<file path="src/rtl/muldiv_sequencer.sv">
// Iterative RV32M multiply/divide unit: one shared 33-bit adder, one iteration per clock.
// Optional MULDIV_EARLY_OUT_EN skips CALC for zero operands, divide-by-zero and div overflow.
module muldiv_sequencer #(
    parameter int unsigned XLEN = 32
) (
    input  logic            CLK,
    input  logic            RESET,
    input  logic            START,
    input  logic [2:0]      FUNCT3,
    input  logic [XLEN-1:0] OPERAND1,
    input  logic [XLEN-1:0] OPERAND2,
    input  logic            FLUSH,
    output logic            BUSY,
    output logic            DONE,
    output logic [XLEN-1:0] RESULT
);

    localparam int unsigned CntW = $clog2(XLEN) + 1;

    typedef enum logic [1:0] {StIdle, StPrep, StCalc, StFix} state_e;

    state_e              state_q, state_d;
    logic [2:0]          op_q;
    logic [XLEN-1:0]     op1_q, op2_q, a_q, result_q;
    logic [2*XLEN-1:0]   prod_q, prod_d;
    logic [CntW-1:0]     cnt_q;
    logic                neg_q, dz_q, ovf_q, zero_q, done_q;

    logic                is_div, is_rem, s1, s2, div_zero, div_ovf, mul_zero, early;
    logic [XLEN-1:0]     mag1, mag2, fix_val, fix_res;
    logic [XLEN:0]       add_a, add_b, add_sum;
    logic                add_cin;

    assign is_div   = op_q[2];
    assign is_rem   = op_q[2] & op_q[1];
    // rs1 signed for MULH/MULHSU/DIV/REM, rs2 signed for MULH/DIV/REM
    assign s1 = op1_q[XLEN-1] & ((~op_q[2] & (op_q[1] ^ op_q[0])) | (op_q[2] & ~op_q[0]));
    assign s2 = op2_q[XLEN-1] & ((op_q == 3'b001) | (op_q[2] & ~op_q[0]));
    assign mag1 = s1 ? (~op1_q + XLEN'(1)) : op1_q;
    assign mag2 = s2 ? (~op2_q + XLEN'(1)) : op2_q;
    assign div_zero = is_div & (op2_q == '0);
    assign div_ovf  = is_div & ~op_q[0] & (op1_q == {1'b1, {(XLEN-1){1'b0}}}) & (op2_q == '1);
    assign mul_zero = ~is_div & ((op1_q == '0) | (op2_q == '0));

`ifdef MULDIV_EARLY_OUT_EN
    assign early = div_zero | div_ovf | mul_zero;
`else
    assign early = 1'b0;
`endif

    // Shared adder: add-shift in CALC (mul), trial subtract in CALC (div), negate in FIX.
    assign add_sum = add_a + add_b + {{XLEN{1'b0}}, add_cin};

    always_comb begin
        add_a   = '0;
        add_b   = '0;
        add_cin = 1'b0;
        if (state_q == StCalc) begin
            if (!is_div) begin
                add_a = {1'b0, prod_q[2*XLEN-1:XLEN]};
                add_b = prod_q[0] ? {1'b0, a_q} : '0;
            end else begin
                add_a   = prod_q[2*XLEN-1:XLEN-1];
                add_b   = ~{1'b0, a_q};
                add_cin = 1'b1;
            end
        end else if (state_q == StFix) begin
            add_a   = {1'b0, ~fix_val};
            // High word of a 64-bit negate takes the carry out of the negated low word
            add_cin = is_div ? 1'b1 : (prod_q[XLEN-1:0] == '0);
        end
    end

    always_comb begin
        if (!is_div) begin
            prod_d = {add_sum, prod_q[XLEN-1:1]};
        end else if (add_sum[XLEN]) begin
            prod_d = {prod_q[2*XLEN-2:0], 1'b0};
        end else begin
            prod_d = {add_sum[XLEN-1:0], prod_q[XLEN-2:0], 1'b1};
        end
    end

    always_comb begin
        if (is_div) begin
            fix_val = is_rem ? prod_q[2*XLEN-1:XLEN] : prod_q[XLEN-1:0];
        end else begin
            fix_val = (op_q == 3'b000) ? prod_q[XLEN-1:0] : prod_q[2*XLEN-1:XLEN];
        end
        if (ovf_q) begin
            fix_res = is_rem ? '0 : op1_q;
        end else if (dz_q) begin
            fix_res = is_rem ? op1_q : '1;
        end else if (zero_q) begin
            fix_res = '0;
        end else if (neg_q) begin
            fix_res = add_sum[XLEN-1:0];
        end else begin
            fix_res = fix_val;
        end
    end

    always_ff @(posedge CLK or posedge RESET) begin
        if (RESET) begin
            state_q <= StIdle;
        end else begin
            state_q <= state_d;
        end
    end

    always_comb begin
        state_d = state_q;
        unique case (state_q)
            StIdle: if (START && !FLUSH) state_d = StPrep;
            StPrep: state_d = FLUSH ? StIdle : (early ? StFix : StCalc);
            StCalc: begin
                if (FLUSH) begin
                    state_d = StIdle;
                end else if (cnt_q == CntW'(1)) begin
                    state_d = StFix;
                end
            end
            StFix:  state_d = StIdle;
            default: state_d = StIdle;
        endcase
    end

    always_ff @(posedge CLK or posedge RESET) begin
        if (RESET) begin
            op_q     <= '0;
            op1_q    <= '0;
            op2_q    <= '0;
            a_q      <= '0;
            prod_q   <= '0;
            cnt_q    <= '0;
            neg_q    <= 1'b0;
            dz_q     <= 1'b0;
            ovf_q    <= 1'b0;
            zero_q   <= 1'b0;
            result_q <= '0;
            done_q   <= 1'b0;
        end else begin
            done_q <= 1'b0;
            case (state_q)
                StIdle: begin
                    if (START && !FLUSH) begin
                        op_q  <= FUNCT3;
                        op1_q <= OPERAND1;
                        op2_q <= OPERAND2;
                    end
                end
                StPrep: begin
                    a_q    <= is_div ? mag2 : mag1;
                    prod_q <= {{XLEN{1'b0}}, is_div ? mag1 : mag2};
                    neg_q  <= is_rem ? s1 : (s1 ^ s2);
                    dz_q   <= div_zero;
                    ovf_q  <= div_ovf;
                    zero_q <= mul_zero;
                    cnt_q  <= CntW'(XLEN);
                end
                StCalc: begin
                    prod_q <= prod_d;
                    cnt_q  <= cnt_q - CntW'(1);
                end
                StFix: begin
                    if (!FLUSH) begin
                        result_q <= fix_res;
                        done_q   <= 1'b1;
                    end
                end
                default: ;
            endcase
        end
    end

    always_comb begin
        BUSY   = (state_q != StIdle);
        DONE   = done_q;
        RESULT = result_q;
    end

endmodule

</file>
<file path="config.mk">
export PLATFORM = sky130hd
export DESIGN_NAME = muldiv_sequencer
export DESIGN_NICKNAME = d
export VERILOG_FILES = /design/src/rtl/muldiv_sequencer.sv
export SDC_FILE = /design/constraint.sdc
export NUM_CORES = 1
export LEC_CHECK = 0
export ABC_CLOCK_PERIOD_IN_PS = 8000
export CORE_MARGIN = 4
export CORE_UTILIZATION = 35
export DETAILED_ROUTE_END_ITERATION = 7
export GPL_TIMING_DRIVEN = 0
export HOLD_SLACK_MARGIN = 0.1
export MAX_ROUTING_LAYER = met4
export PLACE_DENSITY = 0.59
export REMOVE_ABC_BUFFERS = 1
export SLEW_MARGIN = 20
export SYNTH_ARGS = -nofsm -noshare
export SYNTH_HDL_FRONTEND = slang
export SYNTH_SLANG_ARGS = --single-unit
</file>
<file path="constraint.sdc">
create_clock -name CLK -period 8 [get_ports CLK]
set_input_delay 0.8 -clock CLK [delete_from_list [all_inputs] [get_ports CLK]]
set_output_delay 0.8 -clock CLK [all_outputs]
set_load 0.02 [all_outputs]
</file>
---- Yosys cells after proc, flatten, opt, wreduce, memory -nomap -nowiden ----
Index checks and enable logic that the tools add are counted.
storage, ports and cells
  output and inout port bits .............. 34
  bits of input ports ..................... 71
  logic and storage cells ................. 95
  register bits after elaboration ......... 208
operators by class
  muxes and demuxes ....................... 35
  add/sub/neg operators ................... 5
  reduce and logical (&&, ||, !) cells .... 12
  bitwise logic cells ..................... 21
  eq/ne operators ......................... 9
operator list
  cell                                                   count
  two-way mux 32 bit                                     15
  two-way mux 33 bit                                     4
  two-way mux 64 bit                                     2
  one-hot mux 64 bit (2 select lines)                    1
  zero test 32 bit                                       3
  inverter 32 bit                                        3
  adder 32 x 1 -> 32 bit, second input constant          2
  == test 32 bit, second input constant                  2
  adder 33 x 1 -> 33 bit                                 1
  adder 33 bit                                           1
  inverter 32 -> 33 bit                                  1
  one-hot mux 6 bit (2 select lines)                     1
  bitwise AND 1 bit                                      9
  two-way mux 2 bit                                      4
  one-hot mux 2 bit (4 select lines)                     1
  two-way mux 1 bit                                      7
  == test 6 x 1 -> 1 bit, second input constant          1
  AND reduction 2 bit                                    3
  subtractor 6 x 1 -> 6 bit, second input constant       1
  == test 2 bit, second input constant                   2
  nonzero test 2 bit                                     2
  == test 3 x 1 -> 1 bit, second input constant          1
  zero test 3 bit                                        1
  inequality test 3 x 2 -> 1 bit, second input constant  1
  other kinds (8)                                        13

---- Logic depth before layout (Yosys ltp) ----
  depth in word-level cells ............... 12
  mapped depth ............................ 20
  mapped depth without buffers ............ 16

---- Worst setup path after synthesis ----
No wires, ideal clock.
  kind .................................... register to register
  start ................................... register op_q[2]
  end ..................................... register prod_q[57]
  path buffers ............................ 2
  arrival time ............................ 4.446 ns
  required time ........................... 7.862 ns
  clock period less this slack ............ 4.583 ns
  stages on the path, launching flop included .. 17
  setup time .............................. 0.138 ns
  slack ................................... 3.417 ns
  cells stage by stage .................... dfrtp_1 > clkbuf_1 > clkinv_1 > mux2i_1 > buf_2 > mux2i_1 > a21oi_1 > fa_1 > fa_1 > nand2b_1 > a21oi_1 > o21ai_1 > a31o_2 > a21oi_1 > or4b_2 > a32oi_1 > o211ai_1
on the way
  longest elaborated chain between the ends .. 11
  elaborated cells between the ends (all ways) .. 20
  those cells by class .................... add/sub (2); mux (15); bitwise (2); reduce/logical (1)
ends and longest elaborated chain
  what                                                  line    source
  start: declaration                                    23      logic [2:0] op_q;
  start signal: assignment                              130     op_q <= '0;
  start signal: assignment                              147     op_q <= FUNCT3;
  zero test 3 bit or bitwise AND 1 bit (tied branches)  88, 35
  two-way mux 32 bit, on equally long branches          88, 86
  two-way mux 32 bit                                    85      if (is_div) begin
  inverter 32 bit                                       68      add_a = {1'b0, ~fix_val};
  two-way mux 32 bit                                    67      end else if (state_q == StFix) begin
  two-way mux 33 bit                                    58      if (state_q == StCalc) begin
  adder 33 bit                                          52      assign add_sum = add_a + add_b + {{XLEN{1'b0}}, add_cin};
  adder 33 x 1 -> 33 bit                                52
  two-way mux 64 bit                                    77      end else if (add_sum[XLEN]) begin
  two-way mux 64 bit (*)                                75      if (!is_div) begin
  one-hot mux 64 bit (2 select lines) (*)               144     case (state_q)
  end signal: assignment                                154     prod_q <= {{XLEN{1'b0}}, is_div ? mag1 : mag2};
  end signal: assignment                                162     prod_q <= prod_d;
  end: declaration                                      25      logic [2*XLEN-1:0] prod_q, prod_d;
Every way passes the cells marked *; elsewhere a longest branch is shown, timed or not.
A chain may end at the register's enable or synchronous reset.

---- Final worst setup path ----
  start ................................... register op_q[2]
  end ..................................... register prod_q[61]
Same word-level chain as after synthesis.

==> reports/qor.txt <==
crit-path max FO: 51
Final #Nets: 1862
setup ws final: 1.762 ns
# Max-Cap Violations: 0
pwr dens: 419.7 mW/mm²
gpl congestion: 0.9292
status: finished, final reports clean
Unique masters post-synth: 79
routed vias: 13480
CTS Buffer Depth: 3
Die W: 214.7 µm
Iter 0 DRT Violations: 1438
Max Fclk: 160.3 MHz
CTS Buf Count: 24
Synth top cells by count: 208 x dfrtp_1, 199 x nand2_1, 180 x nor2_1
Critical Path Start Type: register
Arrival @ worst endpoint: 6.67 ns
via/cell ratio: 5.860
largest net degree at the start of global routing: 99
clk slew on worst S/H paths: 0.06 ns
vias in the first global route: 12650
dpl ws: 1.874 ns
Post-CTS Setup Repair Bufs: 0
yosys warns: 0
Boundary Pins: 105
Initial Utilization: 35.50%
first-pass GRT wire length: 76580 µm
root buffer cell: clkbuf_16
Final Cycle Share: 77.98%
Clock Sinks: 208
Max Slew Vio Count: 0
worst rel slew slack: 21.91%
final hold violations: 0
Core Rows: 75
# port buffers: 104
Resize count post-CTS: 0
Top FF cell, synth: dfrtp_1
fraction of registers with async set/reset: 100.0%
antenna cells: 0
register area share after synthesis: 34.80%
Avg WL per Cell: 21.64 µm
LEAKAGE: 0.007067 µW
Layout Area Growth over Synthesis: 16.25%
residual DRC count: 0
setup TNS: 0 ns
cell with the most instances after synthesis: dfrtp_1
Worst Path Required: 8.43 ns
min-delay worst type: reg2reg
Final Setup Violations: 0
synthesis-stage register bit count: 208
fin util: 41.27%
all-layer global routing usage: 21.32%
core footprint: 0.04213 mm²
CTS tree: done
share of layout cells above drive strength 1: 9.705%
antenna viol nets, final: 0
H-tree depth: 1
Pre-antenna DRT Iters: 6
Avg Cell Area, Syn: 8.716 µm²
RSZ-0062 raised after global routing: false
cell area after synthesis: 0.01496 mm²
cell accounting for the most synthesized area: dfrtp_1
main area contributors after synthesis: dfrtp_1 35%, mux2i_1 7.8%, o21ai_0 5.4%
Hold-fix buffers, CTS: 0
Clock Skew: 0.02071 ns
Post-DP HPWL: 36820 µm
Worst-Margin Slew: 1.162 ns
EDFF count, synth: 0
Die ar.: 0.04610 mm²
Die Ht: 214.7 µm
fin crit period: 6.238 ns
GRT overflow: 0
Clock Latency Late Sink: 0.54 ns
initial antenna violation count: 0
Critical Path Sink Type: register
Cells after Synth: 1716
maximum vdd drop: 0.0002386 V
share of the synthesized area in the top cell type: 34.80%
routed wire length: 49790 µm
critical path type: reg2reg
-- path summary, 6_finish.rpt --
check                               start  slack, ns  cells past startpoint          to
worst max-delay path              op_q[2]       1.76                     15  prod_q[61]
worst min-delay path            RESULT[4]       0.48                      2   RESULT[4]
worst max register to register    op_q[2]       1.76                     15  prod_q[61]
worst min register to register  RESULT[4]       0.48                      2   RESULT[4]
max in group asynchronous           RESET       6.20                      4  prod_q[55]
min in group asynchronous           RESET       0.62                      2    op1_q[3]
-- critical path: stages, from the launching register on --
cell       delay (ns)
dfrtp_4          0.69
clkinv_4         0.56
mux2i_4          0.72
buf_16           0.24
mux2i_1          0.26
a21oi_1          0.13
fa_1             0.48
fa_1             0.43
nand2b_1         0.20
a21oi_1          0.21
o21ai_1          0.29
o2111ai_1        0.33
o221a_4          0.71
nand2b_1         0.36
o221ai_1         0.17
a31o_2           0.25
-- area by class of cell --
cell class              count  area (µm²)
flip-flops and latches    208        5210
inverters                  42       173.9
fillers                  4097       24750
repair buffers            117        1354
well taps                 539       674.4
clock inverters             5       50.05
clock buffers              36       726.9
multi-input cells        1354        9199
-- sequential cells by signal, summed over array words and instances (netlist names) --
name	count
prod_q	64
DONE	1
RESULT	32
cnt_q	6
op2_q	32
zero_q	1
neg_q	1
state_q	2
op1_q	32
op_q	3
dz_q	1
a_q	32
ovf_q	1
-- cell usage in the layout (no fill, tap or decap), drive strengths merged, types with 8 or more instances in the layout --
master / synthesis / layout
mux2: 72 / 72
a22oi: 11 / 11
clkbuf: 83 / 36
o221ai: 21 / 21
dfrtp: 208 / 208
and2: 9 / 9
nand2: 199 / 199
mux2i: 116 / 116
clkdlybuf4s50: 0 / 104
inv: 39 / 39
nor4: 18 / 18
ha: 42 / 42
xnor2: 52 / 52
o2111ai: 8 / 8
buf: 29 / 13
o211ai: 23 / 23
a31oi: 27 / 27
a221o: 12 / 12
o311ai: 12 / 12
nor3: 27 / 27
o31ai: 20 / 20
mux4: 15 / 15
nand4: 13 / 13
a211oi: 13 / 13
nor2: 180 / 180
a21oi: 112 / 112
o21ai: 167 / 167
a21o: 17 / 17
o21a: 12 / 12
nand3: 21 / 21
xor2: 30 / 30
nand2b: 14 / 14
nor2b: 9 / 9
-- kinds of logic (layout without fill, tap and decap cells) --
group / Yosys count / count (layout) / share of synthesized area [%]
adders and majority gates: 44 / 44 / 3.781
xor gates and xnor gates: 82 / 82 / 4.802
and+or+nand+nor: 518 / 518 / 15.53
AOI/OAI and AO/OA: 507 / 507 / 21.57
buffers and inverters: 154 / 200 / 4.049
muxes: 203 / 203 / 15.47
DFF: 208 / 208 / 34.80
-- where the power goes --
group / internal, µW / leakage (µW) / switching (µW)
combinational: 1710 / 0.00408 / 2280
sequential: 1510 / 0.00260 / 695
clock: 654 / 0.000387 / 452
-- metal layers --
layer | global-route usage [%] | share of wire, % | vias to the layer above
met5 | - | 0 | -
met3 | 3.206 | 8.0 | 81
li1 | - | - | 6353
met1 | 29.66 | 44 | 6489
met2 | 32.49 | 45 | 560
met4 | 6.051 | 2.9 | 0
-- metrics by stage --
step	cells	total power, µW	hold slack [ns]	instance area (µm²)
6_report	2301	7298	0.4774	17390
5_1_grt	2301	7753	0.5144	17390
4_1_cts	2301	7255	0.4797	17390
3_5_place_dp	2260	6127	0.4637	16610
3_3_place_gp	2247	5995	0.4640	16220
2_1_floorplan	1604	4721	0.4402	14510
Power figures use the tool's default switching activity.
